File: src/rtl/mem_arbiter.sv
// rtl/mem_arbiter.sv - two-requester round-robin arbiter in front of a single memory port
// Define ARB_TIMEOUT_EN to abort a stalled BUSY transaction after TIMEOUT_CYCLES.
module mem_arbiter #(
  parameter int WIDTH          = 8,
  parameter int ADDR_WIDTH     = 4,
  parameter int TIMEOUT_CYCLES = 16
) (
  input  logic                  clk_i,
  input  logic                  reset_i,
  input  logic                  req0_valid_i,
  input  logic                  req0_wr_rd_i,
  input  logic [ADDR_WIDTH-1:0] req0_addr_i,
  input  logic [WIDTH-1:0]      req0_wdata_i,
  output logic                  req0_ready_o,
  output logic [WIDTH-1:0]      req0_rdata_o,
  output logic                  req0_err_o,
  input  logic                  req1_valid_i,
  input  logic                  req1_wr_rd_i,
  input  logic [ADDR_WIDTH-1:0] req1_addr_i,
  input  logic [WIDTH-1:0]      req1_wdata_i,
  output logic                  req1_ready_o,
  output logic [WIDTH-1:0]      req1_rdata_o,
  output logic                  req1_err_o,
  output logic                  mem_valid_o,
  output logic                  mem_wr_rd_o,
  output logic [ADDR_WIDTH-1:0] mem_addr_o,
  output logic [WIDTH-1:0]      mem_wdata_o,
  input  logic                  mem_ready_i,
  input  logic [WIDTH-1:0]      mem_rdata_i
);

  typedef enum logic {IDLE, BUSY} state_e;

  state_e state_q, state_d;
  logic   grant_q, grant_d;
  logic   last_q, last_d;
  logic   busy, done, abort, finish;
  logic                  g_wr_rd;
  logic [ADDR_WIDTH-1:0] g_addr;
  logic [WIDTH-1:0]      g_wdata;

  assign busy    = (state_q == BUSY);
  assign g_wr_rd = grant_q ? req1_wr_rd_i : req0_wr_rd_i;
  assign g_addr  = grant_q ? req1_addr_i  : req0_addr_i;
  assign g_wdata = grant_q ? req1_wdata_i : req0_wdata_i;
  assign done    = busy & mem_ready_i;
  assign finish  = done | abort;

`ifdef ARB_TIMEOUT_EN
  localparam int CW = $clog2(TIMEOUT_CYCLES + 1);
  logic [CW-1:0] cnt_q, cnt_d;

  // Fires on the stalled BUSY cycle that brings the stall count to TIMEOUT_CYCLES.
  assign abort = busy & ~mem_ready_i & (cnt_q == CW'(TIMEOUT_CYCLES - 1));

  always_comb begin
    cnt_d = cnt_q;
    if (!busy) begin
      cnt_d = '0;
    end else if (!mem_ready_i) begin
      cnt_d = cnt_q + 1'b1;
    end
  end

  always_ff @(posedge clk_i or negedge reset_i) begin
    if (!reset_i) cnt_q <= '0;
    else          cnt_q <= cnt_d;
  end
`else
  logic unused_timeout;
  assign unused_timeout = (TIMEOUT_CYCLES != 0);
  assign abort          = 1'b0;
`endif

  always_comb begin
    state_d = state_q;
    grant_d = grant_q;
    last_d  = last_q;
    if (state_q == IDLE) begin
      if (req0_valid_i | req1_valid_i) begin
        state_d = BUSY;
        // Contention goes to whoever was not served last.
        grant_d = (req0_valid_i & req1_valid_i) ? ~last_q : req1_valid_i;
      end
    end else if (finish) begin
      state_d = IDLE;
      last_d  = grant_q;
    end
  end

  always_ff @(posedge clk_i or negedge reset_i) begin
    if (!reset_i) begin
      state_q <= IDLE;
      grant_q <= 1'b0;
      last_q  <= 1'b1;
    end else begin
      state_q <= state_d;
      grant_q <= grant_d;
      last_q  <= last_d;
    end
  end

  assign mem_valid_o  = busy;
  assign mem_wr_rd_o  = busy & g_wr_rd;
  assign mem_addr_o   = busy ? g_addr  : '0;
  assign mem_wdata_o  = busy ? g_wdata : '0;

  assign req0_ready_o = finish & ~grant_q;
  assign req1_ready_o = finish &  grant_q;
  assign req0_err_o   = abort  & ~grant_q;
  assign req1_err_o   = abort  &  grant_q;
  assign req0_rdata_o = (done & ~grant_q & ~g_wr_rd) ? mem_rdata_i : '0;
  assign req1_rdata_o = (done &  grant_q & ~g_wr_rd) ? mem_rdata_i : '0;

endmodule

File: config.mk
export PLATFORM = sky130hd
export DESIGN_NAME = mem_arbiter
export DESIGN_NICKNAME = d
export VERILOG_FILES = /design/src/rtl/mem_arbiter.sv
export SDC_FILE = /design/constraint.sdc
export NUM_CORES = 1
export LEC_CHECK = 0
export BUFFER_PORTS_ARGS = -buffer_cell sky130_fd_sc_hd__buf_2
export CORE_MARGIN = 8
export CORE_UTILIZATION = 30
export CTS_BUF_LIST = sky130_fd_sc_hd__clkbuf_16
export CTS_CLUSTER_DIAMETER = 60
export DETAILED_ROUTE_END_ITERATION = 7
export GPL_TIMING_DRIVEN = 0
export PLACE_DENSITY = 0.82
export REMOVE_ABC_BUFFERS = 1
export SYNTH_ARGS = -nofsm -noshare
export SYNTH_HDL_FRONTEND = slang
export SYNTH_SLANG_ARGS = --single-unit
File: constraint.sdc
create_clock -name clk_i -period 2.7 [get_ports clk_i]
set_input_delay 0.405 -clock clk_i [delete_from_list [all_inputs] [get_ports clk_i]]
set_output_delay 0.405 -clock clk_i [all_outputs]
set_load 0.02 [all_outputs]
* Word-level counts from Yosys, hierarchy flattened
Index checks and enable logic that the tools add are counted.
** Storage, ports and cells
- Register bits :: 3
- Input port bits :: 39
- Output and inout bits :: 34
** Cells by class
- Multiplexer cells :: 11
- Bitwise gates (word level) :: 12
- Reduce and logical (&&, ||, !) cells :: 2
** Operators with widths (number)
- two-way mux 8 bit :: 4
- two-way mux 4 bit :: 2
- AND 1 bit :: 7
- two-way mux 1 bit :: 5
- NOT 1 bit :: 4
- AND reduction 2 bit :: 2
- OR 1 bit :: 1

* Longest topological paths before layout
- Depth after elaboration :: 4
- Mapped depth :: 4

* Worst setup path after synthesis
Ideal clock, no wire load.
- Path type :: register -> output
- Start :: register state_q, in the netlist mem_valid_o
- End :: output port mem_addr_o[0]
- Data arrival time :: 1.122 ns
- Data required time :: 2.295 ns
- Setup slack :: 1.173 ns
- Stages on the path, launching flop included :: 4
- Path through :: dfrtp_1 -> inv_1 -> buf_2 -> nor2_1
** On the way
- Longest elaborated chain between the ends :: 1
** RTL lines
- start: declaration :: line 34 : state_e state_q, state_d;
- start signal: assignment :: line 97 : state_q <= state_d;
- two-way mux 4 bit :: line 105 : assign mem_addr_o = busy ? g_addr : '0;
- end: declaration :: line 26 : output logic [ADDR_WIDTH-1:0] mem_addr_o,
Every way passes these cells.

* Final worst setup path
- Start :: register grant_q
- End :: output port req1_rdata_o[1]
** On the way
- Longest elaborated chain between the ends :: 4
- Elaborated cells on any way between the ends :: 5
** RTL lines
- start: declaration :: line 35 : logic grant_q, grant_d;
- start signal: assignment :: line 98 : grant_q <= grant_d;
- two-way mux 1 bit :: line 43 : assign g_wr_rd = grant_q ? req1_wr_rd_i : req0_wr_rd_i;
- NOT 1 bit :: line 113 : assign req1_rdata_o = (done & grant_q & ~g_wr_rd) ? mem_rdata_i : '0;
- AND 1 bit * :: line 113
- two-way mux 8 bit * :: line 113
- end: declaration :: line 22 : output logic [WIDTH-1:0] req1_rdata_o,
Mark *: on every way between the ends. The rest lies on a longest branch, timed or not.

==> out/qor.csv <==
stage,metric,value,unit
logic_synthesis,syn_inst,62,
logic_synthesis,synth_flop_cell,dfrtp_1,
final_layout,drive_above_1_share,56.4,%
logic_synthesis,synth_area_leaders,"mux2i_1 (27%), and2_1 (21%), nor2_1 (11%)",
sta,rsz0062_at_grt,no,
logic_synthesis,yosys.area_share.xor_xnor,0,%
route,wirelength,1990,µm
clock_network,clk_pin_slew,0.03,ns
clock_network,ctsRootBufferMaster,clkbuf_16,
logic_synthesis,synth-compound-area-share,5.50,%
logic_synthesis,synth_edf_count,0,
logic_synthesis,synth_mux_area_share,27.2,%
clock_network,cts-buffers-inserted,3,
min_path,hold_path.class,in -> reg,
sta,final_max_slew_viol_count,0,
logic_synthesis,yosys.area_share.simple,40.8,%
logic_synthesis,syn_area,478,µm²
grt,antenna_found_initial,0,
critical_path,crit_path_start_kind,register,
critical_path,crit_arrival,1.78,ns
route,wl_per_cell,13.4,µm
place,gp_congestion,0.668,
sta,worst_slew_margin_rel,49.1,%
clock_network,postCtsSetupBuffers,0,
pwr,p_leak,0.589,nW
clock_network,clock_sinks,3,
sta,worst_hold_slack,0.433,ns
logic_synthesis,synth_warnings,0,
final_layout,antenna_cells,0,
final_layout,fin_nets,173,
final_layout,final_cell_area,898,µm²
critical_path,endpoint_kind,primary output,
place,dp_cells,144,
place,hpwl,1770,µm
floorplanning,rows,14,
grt,grt-ovfl-total,0,
logic_synthesis,synth_cell_types,18,
place,place_area,810,µm²
route,viasPerCell,4.69,
sta,hold_viol_final,0,
sta,max_clock_freq,0.457,GHz
route,final_antenna_net_count,0,
grt,grt_usage,11.9,%
sta,period_needed,2.19,ns
final_layout,utilization,59.6,%
logic_synthesis,async_flop_share,100,%
logic_synthesis,synth_common_cells,"and2_1 (16), nor2_1 (14), mux2i_1 (13)",
logic_synthesis,syn_area_per_cell,7.71,µm²
place,portBuffers,70,
logic_synthesis,yosysSeqAreaShare,16.0,%
grt,grt_pass1_vias,724,
sta,fin_crit_sh,81.1,%
clock_network,cts_tree,done,
final_layout,fin_cells,149,
critical_path,cp_max_fo,18,
sta,finalSetupViolations,0,
critical_path,required,2.30,ns
sta,fin_ws,0.511,ns
floorplanning,coreArea,0.00151,mm²
clock_network,clkLatencyLatePin,0.22,ns
status,outcome,finished clean,
logic_synthesis,synth_most_common_cell,and2_1,
critical_path,worst-setup-path-type,reg -> out,
final_layout,syn2layout_area_growth,88.0,%
route,dr.pass1.iters,4,
floorplanning,ios,73,
sta,worst_pin_slew,0.763,ns
clock_network,clock_tree.buffer_depth,2,
route,drc,0,
floorplanning,die_x,55.9,µm
pwr,p_per_area,613,mW/mm²
logic_synthesis,synth_area_leader_cell,mux2i_1,
sta,finClkSkew,0.00154,ns
logic_synthesis,synth_top_area_share,27.2,%
grt,grt_pass1_wl,3220,µm
final_layout,nFillCells,145,
route,drt-initial-drc-count,10,
floorplanning,die_h,55.9,µm
logic_synthesis,synth_top_family_by_area,simple AND/OR/NAND/NOR gates,
place,dp_slack,0.713,ns
sta,final.setup.tns,0,ns
grt,grt_max_degree,19,
pwr,vdd_drop_max,375,µV
floorplanning,start_util,31.7,%
clock_network,cts-htree-levels,1,
floorplanning,die-area,0.00313,mm²
pwr,totalPowerFinal,0.551,mW
run,drv_cap,0,
logic_synthesis,ys_seq_elements,3,
logic_synthesis,synthAdderAreaFrac,0,%
route,vias,699,
==> layer usage <==
metal / global-route usage [%] / share of wire (%) / up-vias / wire, µm
met5: 0 / 0 / - / 0
met4: 2.06 / 0.30 / 0 / 6
met3: 6.39 / 12 / 2 / 248
met2: 19.7 / 42 / 56 / 840
met1: 13.3 / 45 / 296 / 895
li1: - / - / 345 / -
==> area by class of cell <==
type,count,area [µm²],area share (%)
clock buffers,3,75.1,8.36
multi-input cells,54,359,40.0
clock inverters,1,3.75,0.418
inverters,1,3.75,0.418
repair buffers,71,360,40.1
well taps,16,20.0,2.23
flip-flops and latches,3,76.3,8.50
==> path summary, 6_finish.rpt <==
kind / cells past startpoint / start / slack, ns / to
worst max-delay path: 3 / grant_q / 0.51 / req1_rdata_o[1]
worst min-delay path: 2 / req1_valid_i / 0.43 / mem_valid_o
worst max register to register: 2 / grant_q / 1.45 / last_q
worst min register to register: 1 / last_q / 0.51 / last_q
max in group asynchronous: 2 / reset_i / 2.00 / last_q
min in group asynchronous: 2 / reset_i / 0.51 / mem_valid_o
==> flip-flops by register name (all words and copies together), names as in the netlist <==
name,count
grant_q,1
last_q,1
mem_valid_o,1
==> worst max-delay path, stage by stage, from the launching register on <==
cell and delay, ns:
dfrtp_1 0.83, and4b_1 0.42, and2_1 0.15, buf_2 0.16
==> cells in the final DEF, fill, tap and decap left out, drive strengths merged, types with 2 or more instances in the layout <==
cell    synthesis  routed
and2           16      16
nor2           14      14
inv             1       2
nand2           2       2
buf             5      70
mux2i          13      13
clkbuf          0       3
dfrtp           2       2
conb            1       2
==> power breakdown <==
part           leakage [nW]  internal, mW  total (mW)  switching [mW]
clock                0.0423         0.191       0.228          0.0370
combinational         0.514         0.107       0.233           0.126
sequential           0.0332        0.0576      0.0901          0.0325
total                 0.589         0.355       0.551           0.195
==> logic make-up after synthesis <==
family,count (synthesis)
compound gates,3
buf+inv,6
flops,3
mux,13
other cells,1
simple gates,36
==> timing repair <==
action	in CTS	in global routing
endpoints found under the hold margin	2	0
resized for setup	0	0
hold buffers	1	0
Power figures use the tool's default switching activity.
